## src/rtl/down_counter_pkg.sv

```systemverilog
// Shared definitions for the loadable down-counter and its 4-bit slices.
//   SLICE_W        : width of one counting slice
//   DEFAULT_WIDTH  : default counter width
//   nibble_is_zero : zero detect for one slice, used for the borrow chain
package down_counter_pkg;

  localparam int unsigned SLICE_W       = 4;
  localparam int unsigned DEFAULT_WIDTH = 16;

  function automatic logic nibble_is_zero(input logic [SLICE_W-1:0] nib);
    return (nib == '0);
  endfunction

endpackage

```

## src/rtl/down_counter16_if.sv

```systemverilog
// Control/data bundle of the down-counter.
//   nCLR, nLOAD : synchronous clear / load, active-low
//   ENP, ENT    : parallel / trickle count enables
//   AUTO        : auto-reload at zero when 1, wrap when 0
//   Din         : load value
//   Dout        : current count
//   RCO         : combinational borrow out (ENT & count==0)
//   TC          : registered pulse for a count event taken at zero
interface down_counter16_if
  import down_counter_pkg::*;
#(
  parameter int unsigned WIDTH = DEFAULT_WIDTH
) ();

  logic             nCLR;
  logic             nLOAD;
  logic             ENP;
  logic             ENT;
  logic             AUTO;
  logic [WIDTH-1:0] Din;
  logic [WIDTH-1:0] Dout;
  logic             RCO;
  logic             TC;

  modport master (
    output nCLR, nLOAD, ENP, ENT, AUTO, Din,
    input  Dout, RCO, TC
  );

  modport slave (
    input  nCLR, nLOAD, ENP, ENT, AUTO, Din,
    output Dout, RCO, TC
  );

endinterface

```

## src/rtl/down4_slice.sv

```systemverilog
// One 4-bit down-counting slice with look-ahead borrow.
//   CLK, RST : clock, async active-high reset
//   nCLR     : synchronous clear (highest priority), active-low
//   nLOAD    : synchronous load of LD, active-low
//   ENP, ENT : count enables; both high decrements Q
//   Q        : slice count
//   BO       : borrow out = ENT & (Q==0), feeds the next slice's ENT
module down4_slice
  import down_counter_pkg::*;
(
  input  logic               CLK,
  input  logic               RST,
  input  logic               nCLR,
  input  logic               nLOAD,
  input  logic [SLICE_W-1:0] LD,
  input  logic               ENP,
  input  logic               ENT,
  output logic [SLICE_W-1:0] Q,
  output logic               BO
);

  logic [SLICE_W-1:0] q_q;
  logic [SLICE_W-1:0] q_d;

  // Next count: clear, load, decrement, hold in priority order
  always_comb begin
    q_d = q_q;
    if (!nCLR) begin
      q_d = '0;
    end else if (!nLOAD) begin
      q_d = LD;
    end else if (ENP && ENT) begin
      q_d = q_q - SLICE_W'(1);
    end
  end

  always_ff @(posedge CLK or posedge RST) begin
    if (RST) begin
      q_q <= '0;
    end else begin
      q_q <= q_d;
    end
  end

  assign Q  = q_q;
  assign BO = ENT & nibble_is_zero(q_q);

endmodule

```

## src/rtl/down_counter16.sv

```systemverilog
// Loadable down-counter built from cascaded 4-bit slices, with one-shot
// (wrap) and auto-reload modes.
//   CLK, RST : clock, async active-high reset
//   bus      : control/data bundle (slave side), see down_counter16_if
// WIDTH must be a multiple of SLICE_W.
module down_counter16
  import down_counter_pkg::*;
#(
  parameter int unsigned WIDTH = DEFAULT_WIDTH
) (
  input logic              CLK,
  input logic              RST,
  down_counter16_if.slave  bus
);

  localparam int unsigned NSLICE = WIDTH / SLICE_W;

  logic [NSLICE:0]  ent_chain;
  logic [WIDTH-1:0] cnt;
  logic [WIDTH-1:0] ld_c;
  logic [WIDTH-1:0] rld_q;
  logic [WIDTH-1:0] rld_d;
  logic             tc_q;
  logic             tc_d;
  logic             count_c;
  logic             zero_evt_c;
  logic             reload_c;
  logic             slice_nload_c;

  // Borrow chain: slice k counts only when every lower slice is zero
  assign ent_chain[0] = bus.ENT;

  for (genvar k = 0; k < NSLICE; k++) begin : g_slice
    down4_slice u_slice (
      .CLK   (CLK),
      .RST   (RST),
      .nCLR  (bus.nCLR),
      .nLOAD (slice_nload_c),
      .LD    (ld_c[k*SLICE_W +: SLICE_W]),
      .ENP   (bus.ENP),
      .ENT   (ent_chain[k]),
      .Q     (cnt[k*SLICE_W +: SLICE_W]),
      .BO    (ent_chain[k+1])
    );
  end

  // A count event at zero either reloads from RLD or lets the slices wrap
  assign count_c       = bus.ENP & bus.ENT;
  assign zero_evt_c    = count_c & ent_chain[NSLICE];
  assign reload_c      = zero_evt_c & bus.AUTO;
  assign slice_nload_c = bus.nLOAD & ~reload_c;
  assign ld_c          = (!bus.nLOAD) ? bus.Din : rld_q;

  // Reload register and terminal-count pulse
  always_comb begin
    rld_d = rld_q;
    tc_d  = 1'b0;
    if (bus.nCLR) begin
      if (!bus.nLOAD) begin
        rld_d = bus.Din;
      end else begin
        tc_d = zero_evt_c;
      end
    end
  end

  always_ff @(posedge CLK or posedge RST) begin
    if (RST) begin
      rld_q <= '0;
      tc_q  <= 1'b0;
    end else begin
      rld_q <= rld_d;
      tc_q  <= tc_d;
    end
  end

  assign bus.Dout = cnt;
  assign bus.RCO  = ent_chain[NSLICE];
  assign bus.TC   = tc_q;

endmodule
```

## src/flat_wrapper.sv

```systemverilog
// flat-port wrapper written by rule: the top's interface ports become plain ports
module down_counter16_flat import down_counter_pkg::*;
#(
  parameter int unsigned WIDTH = DEFAULT_WIDTH
)
  (CLK, RST, bus_nCLR, bus_nLOAD, bus_ENP, bus_ENT, bus_AUTO, bus_Din, bus_Dout, bus_RCO, bus_TC);
  down_counter16_if #(.WIDTH(WIDTH)) bus_i ();
  input logic CLK;
  input logic RST;
  input wire logic [$bits(bus_i.nCLR)-1:0] bus_nCLR;
  input wire logic [$bits(bus_i.nLOAD)-1:0] bus_nLOAD;
  input wire logic [$bits(bus_i.ENP)-1:0] bus_ENP;
  input wire logic [$bits(bus_i.ENT)-1:0] bus_ENT;
  input wire logic [$bits(bus_i.AUTO)-1:0] bus_AUTO;
  input wire logic [$bits(bus_i.Din)-1:0] bus_Din;
  output wire logic [$bits(bus_i.Dout)-1:0] bus_Dout;
  output wire logic [$bits(bus_i.RCO)-1:0] bus_RCO;
  output wire logic [$bits(bus_i.TC)-1:0] bus_TC;
  assign bus_i.nCLR = bus_nCLR;
  assign bus_i.nLOAD = bus_nLOAD;
  assign bus_i.ENP = bus_ENP;
  assign bus_i.ENT = bus_ENT;
  assign bus_i.AUTO = bus_AUTO;
  assign bus_i.Din = bus_Din;
  assign bus_Dout = bus_i.Dout;
  assign bus_RCO = bus_i.RCO;
  assign bus_TC = bus_i.TC;
  down_counter16 #(.WIDTH(WIDTH)) u_core (.CLK(CLK), .RST(RST), .bus(bus_i));
endmodule
```

## config.mk

```make
export PLATFORM = sky130hd
export DESIGN_NAME = down_counter16_flat
export DESIGN_NICKNAME = d
export VERILOG_FILES = /design/src/rtl/down_counter_pkg.sv /design/src/rtl/down_counter16_if.sv /design/src/rtl/down4_slice.sv /design/src/rtl/down_counter16.sv /design/src/flat_wrapper.sv
export SDC_FILE = /design/constraint.sdc
export NUM_CORES = 1
export LEC_CHECK = 0
export ABC_AREA = 1
export BUFFER_PORTS_ARGS = -buffer_cell sky130_fd_sc_hd__buf_2
export CAP_MARGIN = 15
export CORE_UTILIZATION = 45
export DETAILED_ROUTE_END_ITERATION = 7
export PLACE_DENSITY = 0.78
export SYNTH_ARGS = -nofsm -noshare
export SYNTH_HDL_FRONTEND = slang
export SYNTH_SLANG_ARGS = --single-unit
```

## constraint.sdc

```tcl
create_clock -name CLK -period 2.3 [get_ports CLK]
set_input_delay 0.23 -clock CLK [delete_from_list [all_inputs] [get_ports CLK]]
set_output_delay 0.23 -clock CLK [all_outputs]
set_load 0.1 [all_outputs]
```

==> run metrics, run 1 <==
status=finished, final reports clean; leakage power=1.30 nW; initial antenna violation count=0; final-report setup violation count=0; via count=about 1.9k; I/O Pins=41; share of cells above drive strength 1=29.6%; post-CTS setup buffers=0; Synth Warn #=0; Slew HR=49.2%; H-tree Lvls=2; cell count after synthesis=around 280; Starting Density=between 40 and 50%; syn avg cell area=just over 7 sq um; post-place setup slack=~230 ps; Hold Crit Class=primary input to asynchronous set/reset pin; RSZ-0062 raised after global routing=false; FF-to-FF path depth=12; Slew Limit Fails=0; Syn Nets=308; CTS buffer count=5; multiplexer share of the synthesized area=0%; total grt overflow=0; DRC=0; Fin Clk Skew=approximately 9.5 ps; Detailed Place HPWL=3550 um; clock sinks=33; Layout area overhead=20.3%; crit share post-route=95.4%; Critical Path AT=a little under 2000 ps; Vias per Instance=~5.0; CTS resizes=0; largest net degree at the start of global routing=30; total power=between 1.5 and 2 mW; # fillers=roughly 420; XOR/XNOR share of the synthesized area=~3.4%; drt total wl=approximately 4600 um; ANT cells=0; worst-path maximum fanout=3; max cap viols=0; Final Hold Viols=0; fin cells=roughly 370; TritonCTS clock tree=built; Antenna Violating Nets Remaining=0; Synth cell types=27; clock root cell=clkbuf_8; simple-gate area share of the yosys netlist=32.5%; WP data required=2070 ps; Net count, final=~350; Post-Place Cells=between 300 and 400; Core Box Area=approximately 0.0044 sq mm; Rows=24; mean routed wirelength per cell=approximately 12 um; peak supply drop=roughly 0.00031 V; compound-cell area share of the yosys netlist=under 10%; sequential area share after synthesis=40.4%; overall routing resource usage=between 20% and 30%; flops & latches, synth=33; GP Congestion=roughly 0.86; Clock Tree Buf Depth=2; power per cell area=roughly 780 mW/mm^2; reg2reg setup slack=~200 ps; most frequent cells in the layout=92 x nand2_1, 40 x buf_2, 32 x o21ai_0; Setup crit start kind=flip-flop; Final WS setup=about 110 ps; die area=0.00482 sq mm; cts hold-fix bufs=0; DR iter-0 viols=roughly 120; DR pass1 iterations=5; vias in the first global route=1,704; commonest non-fill, non-tap cell in the layout=nand2_1; WS Path Type=flip-flop to primary output; Core Util, Final=56.5%; worst slew pin tran=about 760 ps; Max Fclk=456 MHz; area of the mapped netlist=roughly 0.002 sq mm; CTS clk-pin slew, worst paths=70 ps; Post-Synth Adder-Cell Area=roughly 2.4%; CP Capture Type=primary output; Crit Reg-Reg Endpoint=u_core.g_slice[0].u_slice.Q[3]$_DFFE_PP0P_; Port-buffer cells=40; reg2reg start=u_core.g_slice[2].u_slice.Q[0]$_DFFE_PP0P_; Die Wd=slightly below 70 um; first-pass GRT wire length=between 7000 and 8000 um; Die Y-Extent=69.4 um; largest family of logic cells by synthesized area=simple AND/OR/NAND/NOR gates; Final min period=between 2000 and 2500 ps; worst-skew pair later-pin latency=290 ps
[cell families after synthesis]
family	after synthesis
buf+inv	56
compound gates	40
fa+ha+maj	4
flops	33
xor+xnor	8
simple gates	140
[metrics by stage]
| stage | area, sq um | setup TNS [ps] | hold slack [ps] |
|---|---|---|---|
| global route | 2460 | 0 | 129 |
| finish | 2460 | 0 | 66.3 |
| global placement | 2370 | 0 | 408 |
| detailed placement | 2370 | 0 | 410 |
| CTS | 2460 | 0 | 106 |
| floorplan | 2140 | -1030 | 359 |
[layout make-up]
type	count	area (sq um)	share of cell area [%]
multi-input cells	192	1030	42.0
flip-flops and latches	33	857	34.9
repair buffers	45	238	9.67
inverters	44	180	7.33
clock buffers	7	86.3	3.51
well taps	52	65.1	2.65
[how the worst max path moves through the flow]
stage | start | end | slack (ps) | cells after the start
after floorplan | u_core.g_slice[2].u_slice.Q[1]$_DFFE_PP0P_ | u_core.g_slice[3].u_slice.Q[0]$_DFFE_PP0P_ | -80 | 12
after global placement | u_core.g_slice[2].u_slice.Q[1]$_DFFE_PP0P_ | u_core.g_slice[0].u_slice.Q[1]$_DFFE_PP0P_ | 300 | 12
after detailed placement | u_core.g_slice[2].u_slice.Q[0]$_DFFE_PP0P_ | u_core.g_slice[0].u_slice.Q[3]$_DFFE_PP0P_ | 230 | 12
after CTS | u_core.g_slice[2].u_slice.Q[0]$_DFFE_PP0P_ | bus_RCO | 100 | 7
after global routing | u_core.g_slice[2].u_slice.Q[0]$_DFFE_PP0P_ | u_core.g_slice[1].u_slice.Q[2]$_DFFE_PP0P_ | 20 | 12
final | u_core.g_slice[2].u_slice.Q[0]$_DFFE_PP0P_ | bus_RCO | 110 | 7
[power by group]
| group | total (mW) | internal, mW | leakage, nW | switching [mW] |
|---|---|---|---|---|
| Clock | 0.443 | 0.237 | 0.0443 | 0.206 |
| Combinational | 0.759 | 0.195 | 0.857 | 0.564 |
| Sequential | 0.721 | 0.666 | 0.402 | 0.0549 |
[cells in the mapped netlist]
cell | instances | share of area [%]
nand3b_1 | 4 | 1.5
nor2_1 | 4 | 0.73
buf_6 | 2 | 1.1
xor2_1 | 6 | 2.6
clkbuf_1 | 3 | 0.55
xnor2_1 | 2 | 0.86
inv_2 | 3 | 0.55
buf_1 | 2 | 0.37
nand2_2 | 4 | 1.2
a21oi_1 | 4 | 0.98
buf_2 | 4 | 0.98
clkinv_2 | 2 | 0.49
o21ai_0 | 32 | 7.8
nand3_2 | 1 | 0.49
dfrtp_1 | 33 | 40
nand2_4 | 1 | 0.55
nand3_1 | 26 | 6.4
nand3_4 | 4 | 3.4
ha_1 | 4 | 2.4
o21ai_1 | 4 | 0.98
inv_1 | 38 | 7.0
nor2_4 | 1 | 0.55
nand2_1 | 93 | 17
nor2_2 | 1 | 0.31
clkinv_1 | 1 | 0.18
clkbuf_2 | 1 | 0.24
nor4_1 | 1 | 0.31
[routing by layer]
layer	vias up	wire, um	track usage (%)
met5	-	0	0
li1	958	-	-
met1	830	2200	29.5
met4	0	61	7.48
met2	55	2060	32.0
met3	7	250	4.51
[worst max-delay path: stages (launching register included)]
cell,delay [ps]
dfrtp_4,500
inv_4,80
ha_4,130
nand2_1,50
nor2_1,180
nand3_2,150
nor2_4,160
buf_2,440
[flip-flops by register name, summed over array words and instances, names as in the netlist]
name                      flops
u_core.bus.TC                 1
u_core.g_slice.u_slice.Q     16
u_core.rld_q                 16
Power figures use the tool's default switching activity.
==> inputs of run 2 (changes only) <==
- ABC_AREA: 1 -> default
==> run 2 against run 1 <==
Register-to-register slack better by 70 ps. Sequential share of layout area fell by 0.18 points. Critical path depth unchanged. Synthesized area fell by 0.67%. Die area fell by 0.66%. Combinational power shrank 37%. Global-route usage rose by 1.3 points. Synthesized cell count decreased by 26%. Wire length increased by 13%. Largest power group is now sequential cells.
==> run metrics, run 2 <==
largest cells by area after synthesis=dfrtp_1 41%, o21ai_0 4.2%, mux2_2 3.9% (was dfrtp_1 40%, nand2_1 17%, o21ai_0 7.8%); Fin Clk Skew=4.17 ps (was 9.45 ps); Worst Path Buf+Inv=3 (was 2); most frequent cells in the layout=39 x buf_2, 25 x dfrtp_1, 17 x o21ai_0 (was 92 x nand2_1, 40 x buf_2, 32 x o21ai_0); Slew HR=65.7% (was 49.2%); Rows=24 (unchanged); crit path to=bus_RCO (unchanged); Antenna Violating Nets Remaining=0 (unchanged); worst-path cell chain=inv_1 -> ha_1 -> nor3b_2 -> nand3_1 -> buf_4 -> nor2_4 -> buf_12 (was inv_4 -> ha_4 -> nand2_1 -> nor2_1 -> nand3_2 -> nor2_4 -> buf_2); reg2reg start=u_core.g_slice[0].u_slice.Q[0]$_DFFE_PP0P_ (was u_core.g_slice[2].u_slice.Q[0]$_DFFE_PP0P_); H-tree Lvls=2 (unchanged); final instance area=0.00241 sq mm (was 0.00246 sq mm); worst-skew pair later-pin latency=290 ps (about the same); Hold Crit Class=primary input to asynchronous set/reset pin (unchanged); GR Layer Usage met3=4.65% (was 4.51%); Die Wd=69.2 um (was 69.4 um); drt total wl=5150 um (was 4570 um); ANT cells=0 (unchanged); power per cell area=677 mW/mm^2 (was 782 mW/mm^2); Async S/R FF share, synth=100% (unchanged); dominant cell type by area after synthesis=dfrtp_1 (unchanged); worst-path maximum fanout=10 (was 3); clock sinks=33 (unchanged); DR iter-0 viols=167 (was 121); Layout area overhead=18.7% (was 20.3%); slowest CP cell=dfrtp_2 (was dfrtp_4); initial antenna violation count=0 (unchanged); Clock Tree Buf Depth=2 (unchanged); most frequent cell after synthesis=dfrtp_1 (was nand2_1); max cap viols=0 (unchanged); Core Box Area=0.00435 sq mm (unchanged); clock root cell=clkbuf_8 (unchanged); DRC=0 (unchanged); dpl cell area=0.00232 sq mm (was 0.00237 sq mm); GR Layer Usage met2=35.3% (was 32.0%); total negative slack=0 ps (unchanged); Final min period=2210 ps (was 2190 ps); I/O Pins=41 (unchanged); EDFF count, synth=0 (unchanged); post-CTS setup buffers=0 (unchanged); DR pass1 iterations=4 (was 5); post-synth top area share=40.7% (was 40.4%); Net count, final=277 (was 348); share of cells above drive strength 1=32.3% (was 29.6%); Slew Limit Fails=0 (unchanged); CTS resizes=0 (unchanged); syn avg cell area=9.81 sq um (was 7.28 sq um); Synth cell types=54 (was 27); cell count after synthesis=207 (was 281); sequential area share after synthesis=40.7% (was 40.4%); final-report setup violation count=0 (unchanged); WS Path Type=flip-flop to primary output (unchanged); Crit Reg-Reg Endpoint=u_core.g_slice[1].u_slice.Q[0]$_DFFE_PP0P_ (was u_core.g_slice[0].u_slice.Q[3]$_DFFE_PP0P_); CTS clk-pin slew, worst paths=70 ps (about the same); Syn Nets=234 (was 308); flops & latches, synth=33 (unchanged); Synth Warn #=0 (unchanged); CP Capture Type=primary output (unchanged); Vias per Instance=6.02 (was 4.96); CTS buffer count=5 (unchanged); die area=0.00479 sq mm (was 0.00482 sq mm); status=finished, final reports clean (unchanged); largest net degree at the start of global routing=34 (was 30); vias in the first global route=1,677 (was 1,704); Setup crit start kind=flip-flop (unchanged); total power=1.63 mW (was 1.92 mW); met1 usage in global routing=30.9% (was 29.5%); FF-to-FF path depth=6 (was 12); area of the mapped netlist=0.00203 sq mm (was 0.00204 sq mm); TritonCTS clock tree=built (unchanged); CP peak stage delay=410 ps (was 500 ps); Die Y-Extent=69.2 um (was 69.4 um); commonest non-fill, non-tap cell in the layout=buf_2 (was nand2_1); reg2reg setup slack=270 ps (was 200 ps); ys flop type=dfrtp_1 (unchanged); Detailed Place HPWL=3670 um (was 3550 um); RSZ-0062 raised after global routing=false (unchanged); crit-path leading delay family=simple AND/OR/NAND/NOR gates (unchanged); cts hold-fix bufs=0 (unchanged); peak supply drop=0.000380 V (was 0.000312 V); Final Hold Viols=0 (unchanged); via count=1,823 (was 1,850); crit share post-route=96.2% (was 95.4%); Critical Path AT=1980 ps (was 1960 ps); most used routing layer=met2 (unchanged); worst slew pin tran=514 ps (was 761 ps); first-pass GRT wire length=8460 um (was 7960 um); Worst Setup SP=u_core.g_slice[2].u_slice.Q[0]$_DFFE_PP0P_ (unchanged); total grt overflow=0 (unchanged); Max Fclk=452 MHz (was 456 MHz); Port-buffer cells=40 (unchanged); WP data required=2070 ps (about the same); top cells by count, synth=33 x dfrtp_1, 17 x o21ai_0, 15 x inv_1 (was 93 x nand2_1, 38 x inv_1, 33 x dfrtp_1); overall routing resource usage=22.4% (was 21.0%); Starting Density=46.6% (was 47.0%); mean routed wirelength per cell=17.0 um (was 12.3 um); GP Congestion=0.854 (was 0.864); Critical Path Stages=7 (unchanged); leakage power=1.05 nW (was 1.30 nW)
[run 2: changes by cell type in the layout (fill, tap and decap cells not counted), moves of 6 or more]
cell / delta
nand2_1: -82
nand3_1: -19
o21ai_0: -15
inv_1: -14
nor3_1: +9
a31oi_1: +7
inv_2: -7
mux2_2: +7
nor2b_1: +7
dfrtp_4: -6
mux2_1: +6
[run 2: layer usage]
metal  wire length, um  part of all wire [%]
met1              2290                    44
met5                 0                     0
met4                42                  0.82
met2              2410                    47
met3               409                   7.9
[run 2: cell type report]
class,count,area (sq um)
Multi-Input combinational cell,146,1080
Timing Repair Buffer,49,283
Clock buffer,8,90.1
Fill cell,401,1940
Inverter,15,56.3
Tap cell,52,65.1
Sequential cell,33,836
[run 2: cells by family (layout without fill, tap and decap cells)]
logic type	Yosys count	in the layout	synth area share (%)
simple gates	69	69	21.8
mux	13	13	7.21
xor+xnor	4	4	1.73
buf+inv	28	72	6.53
compound gates	56	56	19.7
flops	33	33	40.7
fa+ha+maj	4	4	2.46
[run 2: where the power goes]
group / total [mW] / internal (mW) / switching (mW) / leakage, nW
Clock: 0.461 / 0.244 / 0.217 / 0.0455
Sequential: 0.690 / 0.643 / 0.0472 / 0.404
Combinational: 0.480 / 0.148 / 0.331 / 0.601
Total: 1.63 / 1.04 / 0.595 / 1.05
[run 2: worst min path at each step]
stage	to	depth (start not counted)
6_report	u_core.g_slice[0].u_slice.Q[3]$_DFFE_PP0P_	3
5_1_grt	u_core.rld_q[2]$_DFFE_PP0P_	3
4_1_cts	u_core.rld_q[0]$_DFFE_PP0P_	3
3_5_place_dp	u_core.rld_q[0]$_DFFE_PP0P_	3
3_3_place_gp	u_core.rld_q[0]$_DFFE_PP0P_	3
2_1_floorplan	u_core.rld_q[0]$_DFFE_PP0P_	2
[run 2: worst register-to-register path: cells and delay by family (launching register included)]
kind	cells	cell delay [ps]
buf+inv	1	90
simple gates	2	690
flops	1	410
compound gates	2	510
fa+ha+maj	1	200
[run 2: stage by stage]
stage	setup WS [ps]	utilization [%]	instances	hold slack, ps
2_1_floorplan	6.05	-	207	347
3_3_place_gp	358	53.3	295	338
3_5_place_dp	284	53.3	295	350
4_1_cts	129	55.3	303	40.7
5_1_grt	47.6	55.3	303	65.6
6_report	87.6	55.3	303	30.2
